## src/rtl/prog_loader_if.sv

```systemverilog
// Instruction-memory write port and loader status bundle.
// The loader drives it (master); the memory/CPU side observes it (slave).
interface prog_loader_if #(
  parameter int ADDR_W = 10
);
  logic              mem_we;
  logic [ADDR_W-1:0] mem_addr;
  logic [7:0]        mem_wdata;
  logic              cpu_hold;
  logic              load_done;
  logic              load_err;
  logic [15:0]       byte_count;

  modport master (
    output mem_we, mem_addr, mem_wdata, cpu_hold, load_done, load_err, byte_count
  );

  modport slave (
    input mem_we, mem_addr, mem_wdata, cpu_hold, load_done, load_err, byte_count
  );
endinterface

```

## src/rtl/prog_loader.sv

```systemverilog
// UART program loader: 8N1 receiver plus frame parser that writes a
// checksummed image (A5, LEN_LO, LEN_HI, payload, CHK) into instruction
// memory and keeps the CPU held until a complete, verified image is present.
module prog_loader #(
  parameter int CLK_HZ      = 50000000,
  parameter int BAUD        = 115200,
  parameter int ADDR_W      = 10,
  parameter int TIMEOUT_CYC = 5000000
) (
  input  logic          CLK,
  input  logic          RST,
  input  logic          UART_RX,
  prog_loader_if.master bus
);

  localparam int CPB     = CLK_HZ / BAUD;
  localparam int HALF    = CPB / 2;
  localparam int CNT_W   = $clog2(CPB + 1);
  localparam int TO_W    = $clog2(TIMEOUT_CYC + 1);
  localparam int MAX_LEN = 2 ** ADDR_W;

  // ---------------------------------------------------------------- receiver
  typedef enum logic [2:0] {RX_IDLE, RX_START, RX_DATA, RX_STOP, RX_BREAK} rx_state_t;

  rx_state_t  rx_state_r, rx_next_s;
  logic       sync1_r, sync2_r;
  logic [CNT_W-1:0] cnt_r;
  logic [2:0] bit_idx_r;
  logic [7:0] shreg_r;
  logic       rx_valid_r;
  logic       frame_err_r;
  logic       tick_s;

  // Two-flop synchroniser for the asynchronous serial line (idles high).
  always_ff @(posedge CLK or posedge RST) begin
    if (RST) begin
      sync1_r <= 1'b1;
      sync2_r <= 1'b1;
    end else begin
      sync1_r <= UART_RX;
      sync2_r <= sync1_r;
    end
  end

  // Receiver next state: half-bit start check, eight data bits, stop bit.
  always_comb begin
    rx_next_s = rx_state_r;
    tick_s    = 1'b0;
    case (rx_state_r)
      RX_IDLE: begin
        if (!sync2_r) rx_next_s = RX_START;
        else          rx_next_s = RX_IDLE;
      end
      RX_START: begin
        tick_s = (cnt_r == CNT_W'(HALF - 1));
        if (tick_s) rx_next_s = sync2_r ? RX_IDLE : RX_DATA;
        else        rx_next_s = RX_START;
      end
      RX_DATA: begin
        tick_s = (cnt_r == CNT_W'(CPB - 1));
        if (tick_s && bit_idx_r == 3'd7) rx_next_s = RX_STOP;
        else                             rx_next_s = RX_DATA;
      end
      RX_STOP: begin
        tick_s = (cnt_r == CNT_W'(CPB - 1));
        if (tick_s) rx_next_s = sync2_r ? RX_IDLE : RX_BREAK;
        else        rx_next_s = RX_STOP;
      end
      RX_BREAK: begin
        // After a bad stop bit, wait for the line to return high so the
        // still-low line is not mistaken for a new start bit.
        if (sync2_r) rx_next_s = RX_IDLE;
        else         rx_next_s = RX_BREAK;
      end
      default: rx_next_s = RX_IDLE;
    endcase
  end

  // Receiver state, bit timer, shift register and one-cycle result pulses.
  always_ff @(posedge CLK or posedge RST) begin
    if (RST) begin
      rx_state_r  <= RX_IDLE;
      cnt_r       <= '0;
      bit_idx_r   <= 3'd0;
      shreg_r     <= 8'h00;
      rx_valid_r  <= 1'b0;
      frame_err_r <= 1'b0;
    end else begin
      rx_state_r <= rx_next_s;
      if (rx_state_r == RX_IDLE || rx_state_r == RX_BREAK || tick_s) cnt_r <= '0;
      else                                                          cnt_r <= cnt_r + CNT_W'(1);
      if (rx_state_r == RX_START) begin
        bit_idx_r <= 3'd0;
      end else if (rx_state_r == RX_DATA && tick_s) begin
        shreg_r   <= {sync2_r, shreg_r[7:1]};
        bit_idx_r <= bit_idx_r + 3'd1;
      end else begin
        bit_idx_r <= bit_idx_r;
      end
      rx_valid_r  <= (rx_state_r == RX_STOP) && tick_s && sync2_r;
      frame_err_r <= (rx_state_r == RX_STOP) && tick_s && !sync2_r;
    end
  end

  // ---------------------------------------------------------------- parser
  typedef enum logic [2:0] {ST_IDLE, ST_LEN_LO, ST_LEN_HI, ST_PAYLOAD,
                            ST_CHECK, ST_DONE, ST_ERR} state_t;

  state_t            state_r, next_s;
  logic [15:0]       len_r;
  logic [7:0]        acc_r;
  logic [TO_W-1:0]   idle_cnt_r;
  logic              mem_we_r;
  logic [ADDR_W-1:0] mem_addr_r;
  logic [7:0]        mem_wdata_r;
  logic              cpu_hold_r;
  logic              load_done_r;
  logic              load_err_r;
  logic [15:0]       byte_count_r;
  logic              start_s;
  logic              write_s;
  logic              active_s;
  logic              timeout_s;
  logic [15:0]       len_next_s;

  // Frame parser next state plus start/write strobes.
  always_comb begin
    next_s     = state_r;
    start_s    = 1'b0;
    write_s    = 1'b0;
    active_s   = (state_r == ST_LEN_LO) || (state_r == ST_LEN_HI) ||
                 (state_r == ST_PAYLOAD) || (state_r == ST_CHECK);
    timeout_s  = active_s && (idle_cnt_r == TO_W'(TIMEOUT_CYC));
    len_next_s = {rx_byte_hi_s(), len_r[7:0]};
    case (state_r)
      ST_IDLE, ST_DONE, ST_ERR: begin
        if (rx_valid_r && shreg_r == 8'hA5) begin
          next_s  = ST_LEN_LO;
          start_s = 1'b1;
        end else begin
          next_s = state_r;
        end
      end
      ST_LEN_LO: begin
        if (rx_valid_r)                    next_s = ST_LEN_HI;
        else if (frame_err_r || timeout_s) next_s = ST_ERR;
        else                               next_s = ST_LEN_LO;
      end
      ST_LEN_HI: begin
        if (rx_valid_r) begin
          if ({1'b0, len_next_s} > 17'(MAX_LEN)) next_s = ST_ERR;
          else if (len_next_s == 16'd0)          next_s = ST_CHECK;
          else                                   next_s = ST_PAYLOAD;
        end else if (frame_err_r || timeout_s) begin
          next_s = ST_ERR;
        end else begin
          next_s = ST_LEN_HI;
        end
      end
      ST_PAYLOAD: begin
        if (mem_we_r && (byte_count_r + 16'd1) == len_r) begin
          next_s = ST_CHECK;
        end else if (rx_valid_r) begin
          write_s = 1'b1;
          next_s  = ST_PAYLOAD;
        end else if (frame_err_r || timeout_s) begin
          next_s = ST_ERR;
        end else begin
          next_s = ST_PAYLOAD;
        end
      end
      ST_CHECK: begin
        if (rx_valid_r)                    next_s = ((acc_r + shreg_r) == 8'h00) ? ST_DONE : ST_ERR;
        else if (frame_err_r || timeout_s) next_s = ST_ERR;
        else                               next_s = ST_CHECK;
      end
      default: next_s = ST_IDLE;
    endcase
  end

  // High length byte as seen on the receiver output this cycle.
  function automatic logic [7:0] rx_byte_hi_s();
    return shreg_r;
  endfunction

  // Parser state, length/checksum, idle timer and registered memory/status outputs.
  always_ff @(posedge CLK or posedge RST) begin
    if (RST) begin
      state_r      <= ST_IDLE;
      len_r        <= 16'd0;
      acc_r        <= 8'h00;
      idle_cnt_r   <= '0;
      mem_we_r     <= 1'b0;
      mem_addr_r   <= '0;
      mem_wdata_r  <= 8'h00;
      cpu_hold_r   <= 1'b1;
      load_done_r  <= 1'b0;
      load_err_r   <= 1'b0;
      byte_count_r <= 16'd0;
    end else begin
      state_r    <= next_s;
      cpu_hold_r <= (next_s != ST_DONE);
      mem_we_r   <= write_s;

      if (!active_s || rx_valid_r) idle_cnt_r <= '0;
      else                         idle_cnt_r <= idle_cnt_r + TO_W'(1);

      if (state_r == ST_LEN_LO && rx_valid_r) len_r[7:0]  <= shreg_r;
      if (state_r == ST_LEN_HI && rx_valid_r) len_r[15:8] <= shreg_r;

      if (start_s) begin
        load_done_r  <= 1'b0;
        load_err_r   <= 1'b0;
        byte_count_r <= 16'd0;
        mem_addr_r   <= '0;
        acc_r        <= 8'h00;
      end else begin
        if (next_s == ST_DONE && state_r != ST_DONE) load_done_r <= 1'b1;
        if (next_s == ST_ERR && state_r != ST_ERR)   load_err_r  <= 1'b1;
        if (write_s) begin
          mem_wdata_r <= shreg_r;
          acc_r       <= acc_r + shreg_r;
        end
        // Address/count advance after the write cycle; the address saturates
        // so a full-size image ends on the top address instead of wrapping.
        if (mem_we_r) begin
          byte_count_r <= byte_count_r + 16'd1;
          if (mem_addr_r != {ADDR_W{1'b1}}) mem_addr_r <= mem_addr_r + ADDR_W'(1);
        end
      end
    end
  end

  assign bus.mem_we     = mem_we_r;
  assign bus.mem_addr   = mem_addr_r;
  assign bus.mem_wdata  = mem_wdata_r;
  assign bus.cpu_hold   = cpu_hold_r;
  assign bus.load_done  = load_done_r;
  assign bus.load_err   = load_err_r;
  assign bus.byte_count = byte_count_r;

endmodule

```

## src/flat_wrapper.sv

```systemverilog
// flat-port wrapper written by rule: the top's interface ports become plain ports
module prog_loader_flat 
#(
  parameter int CLK_HZ      = 50000000,
  parameter int BAUD        = 115200,
  parameter int ADDR_W      = 10,
  parameter int TIMEOUT_CYC = 5000000
)
  (CLK, RST, UART_RX, bus_mem_we, bus_mem_addr, bus_mem_wdata, bus_cpu_hold, bus_load_done, bus_load_err, bus_byte_count);
  prog_loader_if #(.ADDR_W(ADDR_W)) bus_i ();
  input  logic CLK;
  input  logic RST;
  input  logic UART_RX;
  output wire logic [$bits(bus_i.mem_we)-1:0] bus_mem_we;
  output wire logic [$bits(bus_i.mem_addr)-1:0] bus_mem_addr;
  output wire logic [$bits(bus_i.mem_wdata)-1:0] bus_mem_wdata;
  output wire logic [$bits(bus_i.cpu_hold)-1:0] bus_cpu_hold;
  output wire logic [$bits(bus_i.load_done)-1:0] bus_load_done;
  output wire logic [$bits(bus_i.load_err)-1:0] bus_load_err;
  output wire logic [$bits(bus_i.byte_count)-1:0] bus_byte_count;
  assign bus_mem_we = bus_i.mem_we;
  assign bus_mem_addr = bus_i.mem_addr;
  assign bus_mem_wdata = bus_i.mem_wdata;
  assign bus_cpu_hold = bus_i.cpu_hold;
  assign bus_load_done = bus_i.load_done;
  assign bus_load_err = bus_i.load_err;
  assign bus_byte_count = bus_i.byte_count;
  prog_loader #(.CLK_HZ(CLK_HZ), .BAUD(BAUD), .ADDR_W(ADDR_W), .TIMEOUT_CYC(TIMEOUT_CYC)) u_core (.CLK(CLK), .RST(RST), .UART_RX(UART_RX), .bus(bus_i));
endmodule
```

## config.mk

```make
export PLATFORM = sky130hd
export DESIGN_NAME = prog_loader_flat
export DESIGN_NICKNAME = d
export VERILOG_FILES = /design/src/rtl/prog_loader_if.sv /design/src/rtl/prog_loader.sv /design/src/flat_wrapper.sv
export SDC_FILE = /design/constraint.sdc
export NUM_CORES = 1
export LEC_CHECK = 0
export ABC_AREA = 1
export CAP_MARGIN = 25
export CORE_ASPECT_RATIO = 0.5
export CORE_UTILIZATION = 30
export CTS_BUF_LIST = sky130_fd_sc_hd__clkbuf_4 sky130_fd_sc_hd__clkbuf_8
export DETAILED_ROUTE_END_ITERATION = 7
export PLACE_DENSITY_LB_ADDON = 0.1
export RECOVER_POWER = 25
export SETUP_SLACK_MARGIN = 0.1
export SYNTH_ARGS = -nofsm -noshare
export SYNTH_HDL_FRONTEND = slang
export SYNTH_SLANG_ARGS = --single-unit
```

## constraint.sdc

```tcl
create_clock -name CLK -period 8 [get_ports CLK]
set_clock_uncertainty 0.15 [all_clocks]
set_input_delay 0.8 -clock CLK [delete_from_list [all_inputs] [get_ports CLK]]
set_output_delay 0.8 -clock CLK [all_outputs]
set_load 0.005 [all_outputs]
```

**After elaboration in Yosys (flattened, before gate mapping)**

Index checks and enable logic that the tools add are counted.

- Flip-flop bits (word level): 115
- Bits in latches: 0
- Memory bits (writable): 0
- ROM bits: 0
- Input bits: 3
- Output and inout bits: 38
- Memories: 0

- Add/sub/neg operators: 6
- Multiply operators: 0
- Divide/modulo/power cells: 0
- Magnitude comparators: 1
- Eq/ne operators: 22
- Shifts and indexed selects: 0
- Mux-type cells: 42
- Bitwise operators: 2
- Reductions and logical operators: 36

Operators with widths:

| cell | count |
|---|---|
| 3-bit 2-to-1 mux | 16 |
| 16-bit 2-to-1 mux | 2 |
| 10-bit 2-to-1 mux | 3 |
| 3-bit case mux with 5 select lines | 2 |
| 23-bit by 1-bit adder with 23-bit output (second input constant) | 1 |
| 23-bit == test (second input constant) | 1 |
| 23-bit 2-to-1 mux | 1 |
| 3-bit == test (second input constant) | 7 |
| 16-bit by 1-bit adder with 16-bit output (second input constant) | 1 |
| 16-bit == test | 1 |
| 16-bit by 11-bit greater-than comparator with 1-bit output (second input constant) | 1 |
| 16-bit logical NOT | 1 |
| 8-bit 2-to-1 mux | 2 |
| 3-bit by 2-bit == test with 1-bit output (second input constant) | 4 |
| 1-bit logical AND | 12 |
| 2-bit nonzero test | 6 |
| 1-bit 2-to-1 mux | 11 |
| 10-bit by 1-bit adder with 10-bit output (second input constant) | 1 |
| 10-bit != test (second input constant) | 1 |
| 9-bit by 1-bit adder with 9-bit output (second input constant) | 1 |
| 9-bit by 8-bit == test with 1-bit output (second input constant) | 1 |
| 9-bit == test (second input constant) | 1 |
| 9-bit 2-to-1 mux | 1 |
| 3-bit != test (second input constant) | 3 |
| 14 further kinds | 28 |

**Logic depth before layout (Yosys ltp)**

- Depth after elaboration: 14
- Gate-level depth with buffers: 18
- Mapped depth without buffers: 17

**Least setup slack after synthesis**

Ideal clock, no wire load.

- Kind: reg-to-reg
- Start: register u_core.shreg_r[0]
- End: register u_core.load_err_r, in the netlist u_core.bus.load_err
- Arrival: 2,017 ps
- Data required time: 7,714 ps
- Path slack: 5,697 ps
- Stages on the path, launching flop included: 14
- Buffers on the path: 0
- Period minus slack after synthesis: 2,303 ps
- Path through: dfrtp_1 > ha_1 > fa_1 > xor2_1 > nor3_1 > nand2_1 > nor2_1 > nand3_1 > nor3_1 > nor2_1 > nand2_1 > inv_1 > nand3_1 > a21oi_1

- Cells in the longest elaborated chain, start to end: 8
- Elaborated cells between the ends (all ways): 19
- Those cells by class: 1 x add/sub; 1 x order compare; 2 x eq/ne; 10 x mux; 5 x reduce/logical

Ends and longest elaborated chain:

| item | line | RTL |
|---|---|---|
| start: declaration | prog_loader.sv:29 | `logic [7:0] shreg_r;` |
| start signal: assignment | prog_loader.sv:95 | `shreg_r <= {sync2_r, shreg_r[7:1]};` |
| 8-bit adder or 16-bit logical NOT (tied branches) | prog_loader.sv:173, prog_loader.sv:152 |  |
| 8-bit logical NOT or 3-bit 2-to-1 mux (tied branches) | prog_loader.sv:173, prog_loader.sv:152 |  |
| 2-bit 2-to-1 mux or 3-bit 2-to-1 mux (tied branches) | prog_loader.sv:173, prog_loader.sv:151 |  |
| 3-bit 2-to-1 mux, on equally long branches | prog_loader.sv:173, prog_loader.sv:150 |  |
| 3-bit case mux with 5 select lines (*) | prog_loader.sv:135 | `case (state_r)` |
| net u_core.next_s[0] | prog_loader.sv:109 | `state_t state_r, next_s;` |
| 3-bit == test (*) | prog_loader.sv:219 | `if (next_s == ST_ERR && state_r != ST_ERR) load_err_r <= 1'b1;` |
| 1-bit logical AND (*) | prog_loader.sv:219 |  |
| 2-bit nonzero test (no source line) (*) | - |  |
| end signal: assignment | prog_loader.sv:198 | `load_err_r <= 1'b0;` |
| end signal: assignment | prog_loader.sv:213 | `load_err_r <= 1'b0;` |
| end signal: assignment | prog_loader.sv:219 |  |
| end: declaration | prog_loader.sv:118 | `logic load_err_r;` |

Mark *: on every way through the listed nets, which the timed path passes. The rest lies on a longest branch.
A chain may end at the register's enable or synchronous reset.

==> metrics <==
slowest stage delay, CP=1.16 ns; worst hold start=u_core.sync1_r$_DFF_PP1_; root buffer cell=clkbuf_8; share of cells above drive strength 1=0.0693; first-pass GRT wire length=27.2 mm; Reg2Reg Launch Point=u_core.bus.mem_we$_DFF_PP0_; postcts setup bufs=0; Critical R2R Capture=u_core.acc_r[7]$_DFFE_PP0P_; vias in the first global route=5102; r2r setup slk=4.94 ns; mean area per synthesized cell=7.79 sq um; CTS tree=done; synth cell count leaders=182 x nand2_1, 112 x dfrtp_1, 105 x inv_1; Worst Hold Class=register to register; overall power=1.20 mW; final hold vios=0; Inserted Diodes=0; Rows=37; ys async rst share=1.00; GR peak layer=met2; Worst-Skew Late Latency=0.46 ns; Syn Std Cell Area=0.00630 sq mm; Max FO, Critical Path=51; met1 usage=0.235; Yosys top cell area share=0.445; overall die height=104 um; worst-margin pin slew=2.03 ns; DRC viols=0; Core Util, Final=0.362; count leader, synth=nand2_1; htree depth=4; core outline area=0.0206 sq mm; Leak Pwr=3.31 nW; max cap viols=1; Final Max Slew Viols=45; total congestion overflow=0; net count reported at finish=873; Setup Viol. Count Final=0; Setup TNS Final=0 ns; Worst IR Drop VDD=0.0000784 V; outcome=finished, violations left; post-synthesis register bit count=115; synthesized instance count=808; synth warn=0; ANT nets after route=0; P per Cell Area=162 mW/mm^2; CP startpoint kind=input pin; antenna violations before repair=0; Total GRT Usage=0.164; Worst EP required=8.42 ns; GRT met2 Usage=0.240; failing checks=max-capacitance violations, max-slew violations; Port Buf Inserts=40; clk sink count=115; Boundary Pins=41; die area=0.0216 sq mm; Worst slew margin=-0.359; crit path time final=3.55 ns; DR WL/cell=14.4 um; post-synthesis sequential area ratio=0.458; gpl congestion=0.800; Distinct cells, synth=45; Layout area overhead=18.2%; DR iter-0 viols=341; RSZ-0062 raised after global routing=false; Total Wirelength=16.5 mm; Clock transition at path regs=0.07 ns; pin count of the biggest net entering global routing=73; Max Clock Freq=0.281 GHz; Crit-path slowest cell=clkinvlp_2; EDFF count, synth=0; crit-path cells=dlygate4sd3_1, clkinvlp_2, clkbuf_1, buf_16; Hold EP=u_core.sync2_r$_DFF_PP1_; Area contributors post-synth=dfrtp_1 45%, nand2_1 11%, inv_1 6.3%; Starting Density=0.306; Net Count, Synth=828; die span in x=207 um; dominant cell type by area after synthesis=dfrtp_1; prevailing post-synth register cell=dfrtp_1; CTS Buf Count=17; dpl hpwl=11.8 mm; Hold Path Cell Cnt=0; Reg2Reg Depth=13; Vias/cell=4.71; cts hold-fix bufs=0; vias=5366; ratio of final minimum period to clock period=0.444; grt met3 use=0.0426; CTS resizes=0; kind of end point of the critical path=async pin; DR pass1 iterations=6; CP Data Arrival Time=3.97 ns; Longest Clk Path Bufs=2; critical path class=input pin to async pin
-- logic make-up (layout without fill, tap and decap cells) --
family / after synthesis / in the layout / synth area share
compound gates: 118 / 118 / 0.102
xor+xnor: 12 / 12 / 0.0189
fa+ha+maj: 17 / 17 / 0.0350
buf+inv: 124 / 182 / 0.0773
flops: 115 / 115 / 0.458
simple gates: 422 / 422 / 0.309
-- critical path: cells and delay by family --
kind	cells	cell delay, ns
buf+inv	4	3.10
-- sequential cells by signal, summed over array words and instances (netlist names), 8 cells and up --
| name | count |
|---|---|
| u_core.cnt_r | 9 |
| u_core.len_r | 16 |
| u_core.bus.mem_wdata | 8 |
| u_core.idle_cnt_r | 23 |
| u_core.shreg_r | 8 |
| u_core.bus.mem_addr | 10 |
| u_core.acc_r | 8 |
| u_core.bus.byte_count | 16 |
-- placed cells by master, fill, tap and decap left out, types with 3 or more instances in the layout --
cell type,instances
o21ai_1,3
a21oi_1,35
clkbuf_8,18
ha_1,16
o21a_1,3
inv_1,104
clkdlybuf4s50_1,38
dfrtp_1,112
nor4_1,5
nor2_1,76
a31oi_1,4
nor3_1,31
nand3b_1,6
clkinv_4,3
xnor2_1,5
xor2_1,6
nand3_2,4
nand3_1,65
bufinv_16,4
nor3b_1,8
nor2_2,7
nor3_2,3
clkinvlp_4,3
nand2_1,182
o211ai_1,3
o21ai_0,59
dfstp_2,3
clkinv_2,3
nand4_1,28
-- per-stage QoR --
step | worst slack [ns] | std cells | hold slack, ns | instance area [sq um]
4_1_cts | 4.92 | 1138 | 0.210 | 7420
3_3_place_gp | 4.98 | 1105 | 0.197 | 6970
2_1_floorplan | 4.01 | 808 | 0.195 | 6300
5_1_grt | 3.89 | 1139 | 0.213 | 7440
3_5_place_dp | 4.94 | 1106 | 0.199 | 6980
6_report | 4.45 | 1139 | 0.207 | 7440
-- routing by layer --
layer | up-vias | wire [um]
met5 | - | 0
met2 | 67 | 7320
li1 | 2768 | -
met4 | 0 | 169
met1 | 2514 | 8490
met3 | 17 | 472
-- area by class of cell --
type,instances,area (sq um)
fill,2181,13100
multi-input combinational,569,2930
sequential,115,2880
timing repair buffer,44,450
inverter,106,399
tap,273,342
clock buffer,19,255
clock inverter,13,184
-- report_power, final --
group          internal [mW]  switching, mW  total (mW)  leakage, nW
Clock                  0.350          0.256       0.606        0.215
Combinational        0.00230         0.0119      0.0142         1.52
Sequential             0.582       0.000495       0.583         1.58
-- worst max-delay path by stage --
stage	start	to	cells past startpoint
detailed placement	u_core.bus.mem_we$_DFF_PP0_	u_core.acc_r[7]$_DFFE_PP0P_	13
CTS	u_core.bus.mem_we$_DFF_PP0_	u_core.acc_r[7]$_DFFE_PP0P_	13
global route	RST	u_core.sync2_r$_DFF_PP1_	4
floorplan	RST	u_core.acc_r[0]$_DFFE_PP0P_	1
finish	RST	u_core.sync1_r$_DFF_PP1_	4
global placement	u_core.bus.mem_we$_DFF_PP0_	u_core.acc_r[4]$_DFFE_PP0P_	13
Power figures use the tool's default switching activity.
